**config.mk**
```make
export PLATFORM = sky130hd
export DESIGN_NAME = slide_wipe_sequencer
export DESIGN_NICKNAME = d
export VERILOG_FILES = /design/src/rtl/slide_wipe_sequencer.sv
export SDC_FILE = /design/constraint.sdc
export NUM_CORES = 1
export LEC_CHECK = 0
export CORE_ASPECT_RATIO = 0.7
export CORE_UTILIZATION = 45
export DETAILED_ROUTE_END_ITERATION = 8
export MAX_ROUTING_LAYER = met4
export PLACE_DENSITY = 0.62
export SETUP_SLACK_MARGIN = 0.15
export SYNTH_ARGS = -nofsm -noshare
export SYNTH_HDL_FRONTEND = slang
export SYNTH_SLANG_ARGS = --single-unit
```
**constraint.sdc**
```tcl
create_clock -name i_clk -period 9.6 [get_ports i_clk]
set_input_delay 1.44 -clock i_clk [delete_from_list [all_inputs] [get_ports i_clk]]
set_output_delay 1.44 -clock i_clk [all_outputs]
set_load 0.05 [all_outputs]
```
**src/rtl/slide_wipe_sequencer.sv**
```systemverilog
// Frame-synchronous wipe-bar controller for the 2-to-1 slide-wipe mux.
// Position, direction and mode change only on a start-of-frame so the split never tears mid-frame.
module slide_wipe_sequencer #(
  parameter int C_H_ACTIVE     = 1920,
  parameter int C_SLIDE_PWIDTH = 5,
  parameter int C_STEP_FRAMES  = 1,
  parameter int C_STEP_PIXELS  = 4,
  parameter int C_DWELL_FRAMES = 60
) (
  input  logic        i_clk,
  input  logic        i_rstn,
  input  logic        i_vid_vsync,
  input  logic        i_cfg_valid,
  output logic        o_cfg_ready,
  input  logic [1:0]  i_cfg_mode,
  input  logic [11:0] i_cfg_pos,
  output logic [11:0] o_slide_pos,
  output logic        o_slide_dir,
  output logic        o_frame_tick,
  output logic        o_at_end
);

  localparam logic [12:0] MAXP13     = 13'(C_H_ACTIVE - C_SLIDE_PWIDTH);
  localparam logic [11:0] MAXP12     = 12'(C_H_ACTIVE - C_SLIDE_PWIDTH);
  localparam logic [12:0] STEP13     = 13'(C_STEP_PIXELS);
  localparam logic [11:0] STEP12     = 12'(C_STEP_PIXELS);
  localparam logic [15:0] STEP_LAST  = 16'(C_STEP_FRAMES - 1);
  localparam logic [15:0] DWELL_LAST = 16'(C_DWELL_FRAMES - 1);
  localparam bit          NO_DWELL   = (C_DWELL_FRAMES == 0);

  typedef enum logic [1:0] {
    ST_HOLD   = 2'd0,
    ST_MOVE   = 2'd1,
    ST_DWELL  = 2'd2,
    ST_MANUAL = 2'd3
  } state_t;

  state_t      state, state_nxt;
  logic [11:0] pos, pos_nxt;
  logic [11:0] target, target_nxt;
  logic        dir, dir_nxt;
  logic [15:0] frame_cnt, frame_cnt_nxt;
  logic [15:0] dwell_cnt, dwell_cnt_nxt;
  logic        tick;

  logic        vs_d;
  logic        sof;
  logic        pending;
  logic        accept;
  logic        apply;
  logic [1:0]  shadow_mode;
  logic [11:0] shadow_pos;

  logic [12:0] up_sum;
  logic [11:0] step_up, step_dn, step_pos;
  logic        step_hit;
  logic [11:0] man_pos;
  logic        man_dir;

  assign sof         = vs_d & ~i_vid_vsync;
  assign accept      = i_cfg_valid & ~pending;
  assign apply       = sof & pending;
  assign o_cfg_ready = ~pending;

  // Accept and apply are mutually exclusive, so a request taken on a sof waits for the next one.
  always_ff @(posedge i_clk or negedge i_rstn) begin
    if (!i_rstn) begin
      vs_d        <= 1'b0;
      pending     <= 1'b0;
      shadow_mode <= 2'd0;
      shadow_pos  <= '0;
    end else begin
      vs_d <= i_vid_vsync;
      if (apply) begin
        pending <= 1'b0;
      end else if (accept) begin
        pending     <= 1'b1;
        shadow_mode <= i_cfg_mode;
        shadow_pos  <= (i_cfg_pos > MAXP12) ? MAXP12 : i_cfg_pos;
      end
    end
  end

  always_comb begin
    up_sum   = {1'b0, pos} + STEP13;
    step_up  = (up_sum >= MAXP13) ? MAXP12 : up_sum[11:0];
    step_dn  = ({1'b0, pos} > STEP13) ? (pos - STEP12) : 12'd0;
    step_pos = dir ? step_dn : step_up;
    step_hit = dir ? (step_pos == 12'd0) : (step_pos == MAXP12);
    man_pos  = pos;
    man_dir  = 1'b0;
    if (target > pos) begin
      man_pos = ((target - pos) > STEP12) ? (pos + STEP12) : target;
    end else if (target < pos) begin
      man_pos = ((pos - target) > STEP12) ? (pos - STEP12) : target;
      man_dir = 1'b1;
    end
  end

  always_comb begin
    state_nxt     = state;
    pos_nxt       = pos;
    dir_nxt       = dir;
    target_nxt    = target;
    frame_cnt_nxt = frame_cnt;
    dwell_cnt_nxt = dwell_cnt;
    if (apply) begin
      frame_cnt_nxt = '0;
      dwell_cnt_nxt = '0;
      case (shadow_mode)
        2'd1: begin
          state_nxt = ST_MOVE;
          // Entering auto while already pinned against the bound it is heading for: turn around.
          if (!dir && pos == MAXP12) begin
            dir_nxt = 1'b1;
          end else if (dir && pos == 12'd0) begin
            dir_nxt = 1'b0;
          end
        end
        2'd2: begin
          state_nxt  = ST_MANUAL;
          target_nxt = shadow_pos;
        end
        default: state_nxt = ST_HOLD;
      endcase
    end else if (sof) begin
      case (state)
        ST_MOVE: begin
          if (frame_cnt == STEP_LAST) begin
            frame_cnt_nxt = '0;
            pos_nxt       = step_pos;
            if (step_hit) begin
              if (NO_DWELL) begin
                dir_nxt = ~dir;
              end else begin
                state_nxt     = ST_DWELL;
                dwell_cnt_nxt = '0;
              end
            end
          end else begin
            frame_cnt_nxt = frame_cnt + 16'd1;
          end
        end
        ST_DWELL: begin
          if (dwell_cnt == DWELL_LAST) begin
            dir_nxt       = ~dir;
            state_nxt     = ST_MOVE;
            frame_cnt_nxt = '0;
            dwell_cnt_nxt = '0;
          end else begin
            dwell_cnt_nxt = dwell_cnt + 16'd1;
          end
        end
        ST_MANUAL: begin
          pos_nxt = man_pos;
          dir_nxt = man_dir;
        end
        default: ;
      endcase
    end
  end

  always_ff @(posedge i_clk or negedge i_rstn) begin
    if (!i_rstn) begin
      state     <= ST_HOLD;
      pos       <= '0;
      dir       <= 1'b0;
      target    <= '0;
      frame_cnt <= '0;
      dwell_cnt <= '0;
      tick      <= 1'b0;
    end else begin
      state     <= state_nxt;
      pos       <= pos_nxt;
      dir       <= dir_nxt;
      target    <= target_nxt;
      frame_cnt <= frame_cnt_nxt;
      dwell_cnt <= dwell_cnt_nxt;
      tick      <= sof;
    end
  end

  assign o_slide_pos  = pos;
  assign o_slide_dir  = dir;
  assign o_frame_tick = tick;
  assign o_at_end     = (((state == ST_MOVE) || (state == ST_DWELL)) &&
                         ((pos == 12'd0) || (pos == MAXP12))) ||
                        ((state == ST_MANUAL) && (pos == target));

endmodule
```
==> impl_results.md <==
- Result of the run: complete, no violations
- Number of buffers on the longest clock path: 2
- P per Cell Area: 346.4 nW/um^2
- Most repeated cell in the gate-level netlist after synthesis: dfrtp_1
- GPL Wtd Cong: 0.9874
- Worst IR Drop VDD: 0.0001268 V
- Distinct cell type count of the synthesized netlist: 79
- Endpoints failing hold: 0
- Via count of the routed design: 5678
- Cell type contributing the most total cell area after synthesis: dfrtp_1
- Met1 Track Usage GR: 41.27%
- Met2 capacity usage during global routing: a little under two fifths
- Endpoint of the worst hold-timing path: shadow_pos[7]$_DFFE_PN0P_
- Area share of the largest cell type after synthesis: 31.96%
- Sequential share of the synthesized area: roughly a third
- Number of port buffers: 33
- Post-route DRC: 0
- Height of the die: approximately 98 um
- Antenna Cells: 0
- Highest Clock Rate: 198.5 MHz
- Initial standard-cell utilization of the core: 47.10%
- Critical path class: register to output pin
- Number of buffers inserted by hold repair at cts: 0
- Number of synthesized flops with an enable pin: 0
- Post-Syn Area per Cell: 8.219 um^2
- Net switching power figure: 1189 uW
- Share of the clock period used by the worst path: 52.47%
- Filler instances: 1179
- Final HPWL DP: 13750 um
- Via count of the first global-routing pass: 5302
- Flop2flop setup slack: 5000 ps
- Number of antenna violations at the first check in global routing: 0
- Sequential share of power: 23.3%
- Actual transition at the worst max-transition pin: 1096 ps
- Area added between synthesis and finish: 11.96%
- Reg2Reg Capture Point: o_slide_pos[4]$_DFFE_PN0P_
- Number of nets produced by synthesis: 779
- Boundary Pins: 34
- Internal Dissipation: 1119 uW
- DR vias/cell: around 6.3
- Final clock skew: 6.502 ps
- Worst R2R Start: o_slide_pos[2]$_DFFE_PN0P_
- Number of failing setup endpoints in the final timing report: 0
- Final WL: 18070 um
- DR WL/cell: roughly 20 um
- Yosys Warn Count: 0
- Setup crit start kind: register
- Die area: 13690 um^2
- Minimum period implied by the final worst setup slack: 5037 ps
- Total iterations of the first detailed-routing run: 5
- Reported max-cap violation count: 0
- Wire length of the first global-routing pass: 29190 um
- Post-CTS setup buffer count: 0
- Inserted Clock Buffers: 9
- Utilization after layout: between 50% and 60%
- Number of levels the H-tree was split into: 3
- Worst-case headroom to the max-slew limit: 26.78%
- Clock edge transition at the registers on the reported setup and hold paths: about 70 ps
- Endpoint class of the critical path: output pin
- Share of flip-flops with an asynchronous set or reset after synthesis: 100.0%
- Sum of negative setup slack: 0 ps
- Root Buffer Master: clkbuf_16
- Worst endpoint required time: 8160 ps
- Synthesis-stage register bit count: 76
- Die width: 139.4 um
- # resized after CTS: 0
- RSZ-0062 raised after global routing: false
- Area occupied by multi-input gates: 3709 um^2
- All-Layer GR Usage: between 20 and 30%
- Predominant post-synthesis flop cell: dfrtp_1
- Leakage power total: 0.002786 uW
- Share of power burned in the clock network: about 17%
- Combinational group share of total power: approximately three fifths
- Clock tree from TritonCTS: built
- Number of DRC markers in iteration 0: 604
- Syn Inst Count: 724
- Core region area: 12630 um^2
- Maximum net fanout on the critical path: 12
- Number of stages on the worst hold path: 2
- Worst r2r path cells: 11
- Antenna Violating Nets Remaining: 0
- Fin nets: 788
- Switch share: roughly half
- Met3 track demand over resource in global routing: 7.553%
- Total grt overflow: 0
- Leading post-synthesis cells by cell area: dfrtp_1 32%, ha_1 7.6%, o21ai_0 5.3%, nor2_1 4.2%, nand2_1 3.9%
- Critical hold path startpoint: shadow_pos[7]$_DFFE_PN0P_
- WP data arrival: between 3000 and 4000 ps
- Final Slew Violations: 0
- Proportion of layout cells with a drive suffix above 1: 6.504%
- Largest net degree at the start of global routing: 72
- Cell Rows: 34
- Netlist area before placement: 5951 um^2
- Commonest cells in the synthesized netlist: 76 x dfrtp_1, 67 x nor2_1, 63 x o21ai_0, 62 x nand2_1, 47 x inv_1
- Worst hold margin: slightly below 500 ps
- Global-route layer with the greatest usage: met1
- Kind of path behind the tightest hold check: register to register
- TritonCTS sink count: 76
- Clock network latency to the later pin of the worst-skew pair: 330 ps
- Sequential cell area: about 1900 um^2
critical path, cell delays in order (launching register included):
cell	delay, ps
dfrtp_1	540
inv_1	130
ha_1	570
nand4_1	350
or4_1	660
o21ai_0	140
clkdlybuf4s50_1	860
flip-flops by register name, indices dropped and copies added (netlist names):
| signal | count |
|---|---|
| dwell_cnt | 16 |
| frame_cnt | 16 |
| o_slide_pos | 12 |
| shadow_pos | 12 |
| target | 12 |
| shadow_mode | 2 |
| state | 2 |
| o_frame_tick | 1 |
| o_slide_dir | 1 |
| pending | 1 |
| vs_d | 1 |
worst max path at each step:
stage	startpoint	to	slack [ps]
after floorplan	o_slide_pos[2]$_DFFE_PN0P_	o_at_end	5430
after global placement	o_slide_pos[7]$_DFFE_PN0P_	o_at_end	4980
after detailed placement	o_slide_pos[8]$_DFFE_PN0P_	o_at_end	4950
after CTS	o_slide_pos[8]$_DFFE_PN0P_	o_at_end	4590
after global routing	o_slide_pos[8]$_DFFE_PN0P_	o_at_end	4410
final	o_slide_pos[7]$_DFFE_PN0P_	o_at_end	4560
cell families after synthesis:
logic type / synth area share, %
AOI/OAI and AO/OA: 24.29
adders and majority gates: 7.906
and+or+nand+nor: 21.64
xor gates and xnor gates: 4.857
DFF: 31.96
buffers and inverters: 5.719
muxes: 3.638
per-layer routing:
| layer | share of wire (%) | routed length, um | vias up |
|---|---|---|---|
| li1 | - | - | 2669 |
| met1 | 50 | 9040 | 2741 |
| met2 | 40 | 7227 | 250 |
| met3 | 8.9 | 1605 | 18 |
| met4 | 1.1 | 197 | 0 |
| met5 | 0 | 0 | - |
layout by cell type, fill, tap and decap left out, types with 13 or more instances in the layout:
cell type,netlist,routed
nand2_1,62,62
nand3_1,25,25
a21oi_1,39,39
nor3_1,14,14
o21ai_0,63,63
nor2_1,67,67
mux2_2,13,13
inv_1,47,47
dfrtp_1,76,76
clkdlybuf4s50_1,0,32
xor2_1,14,14
xnor2_1,19,19
ha_1,36,36
power by group through the flow:
stage | Combinational [uW] | Sequential, uW | Clock [uW]
finish | 1390 | 539 | 382
global route | 1500 | 554 | 405
CTS | 1350 | 534 | 389
detailed placement | 1340 | 541 | 0
global placement | 1360 | 536 | 0
floorplan | 965 | 533 | 0
stage by stage:
stage	cell area [um^2]	power (uW)	setup WS, ps	cells
CTS	6663	2273	4590	900
finish	6663	2308	4563	900
floorplan	5951	1498	5429	724
global route	6663	2456	4410	900
detailed placement	6332	1882	4950	884
global placement	6332	1894	4982	884
layout make-up:
cell class	instances	area share [%]
clock inverters	7	1.577
clock buffers	9	3.380
repair buffers	34	5.033
multi-input cells	563	55.66
well taps	162	3.042
inverters	49	2.761
flip-flops and latches	76	28.54
No activity file was read; power rests on OpenSTA's default activity.
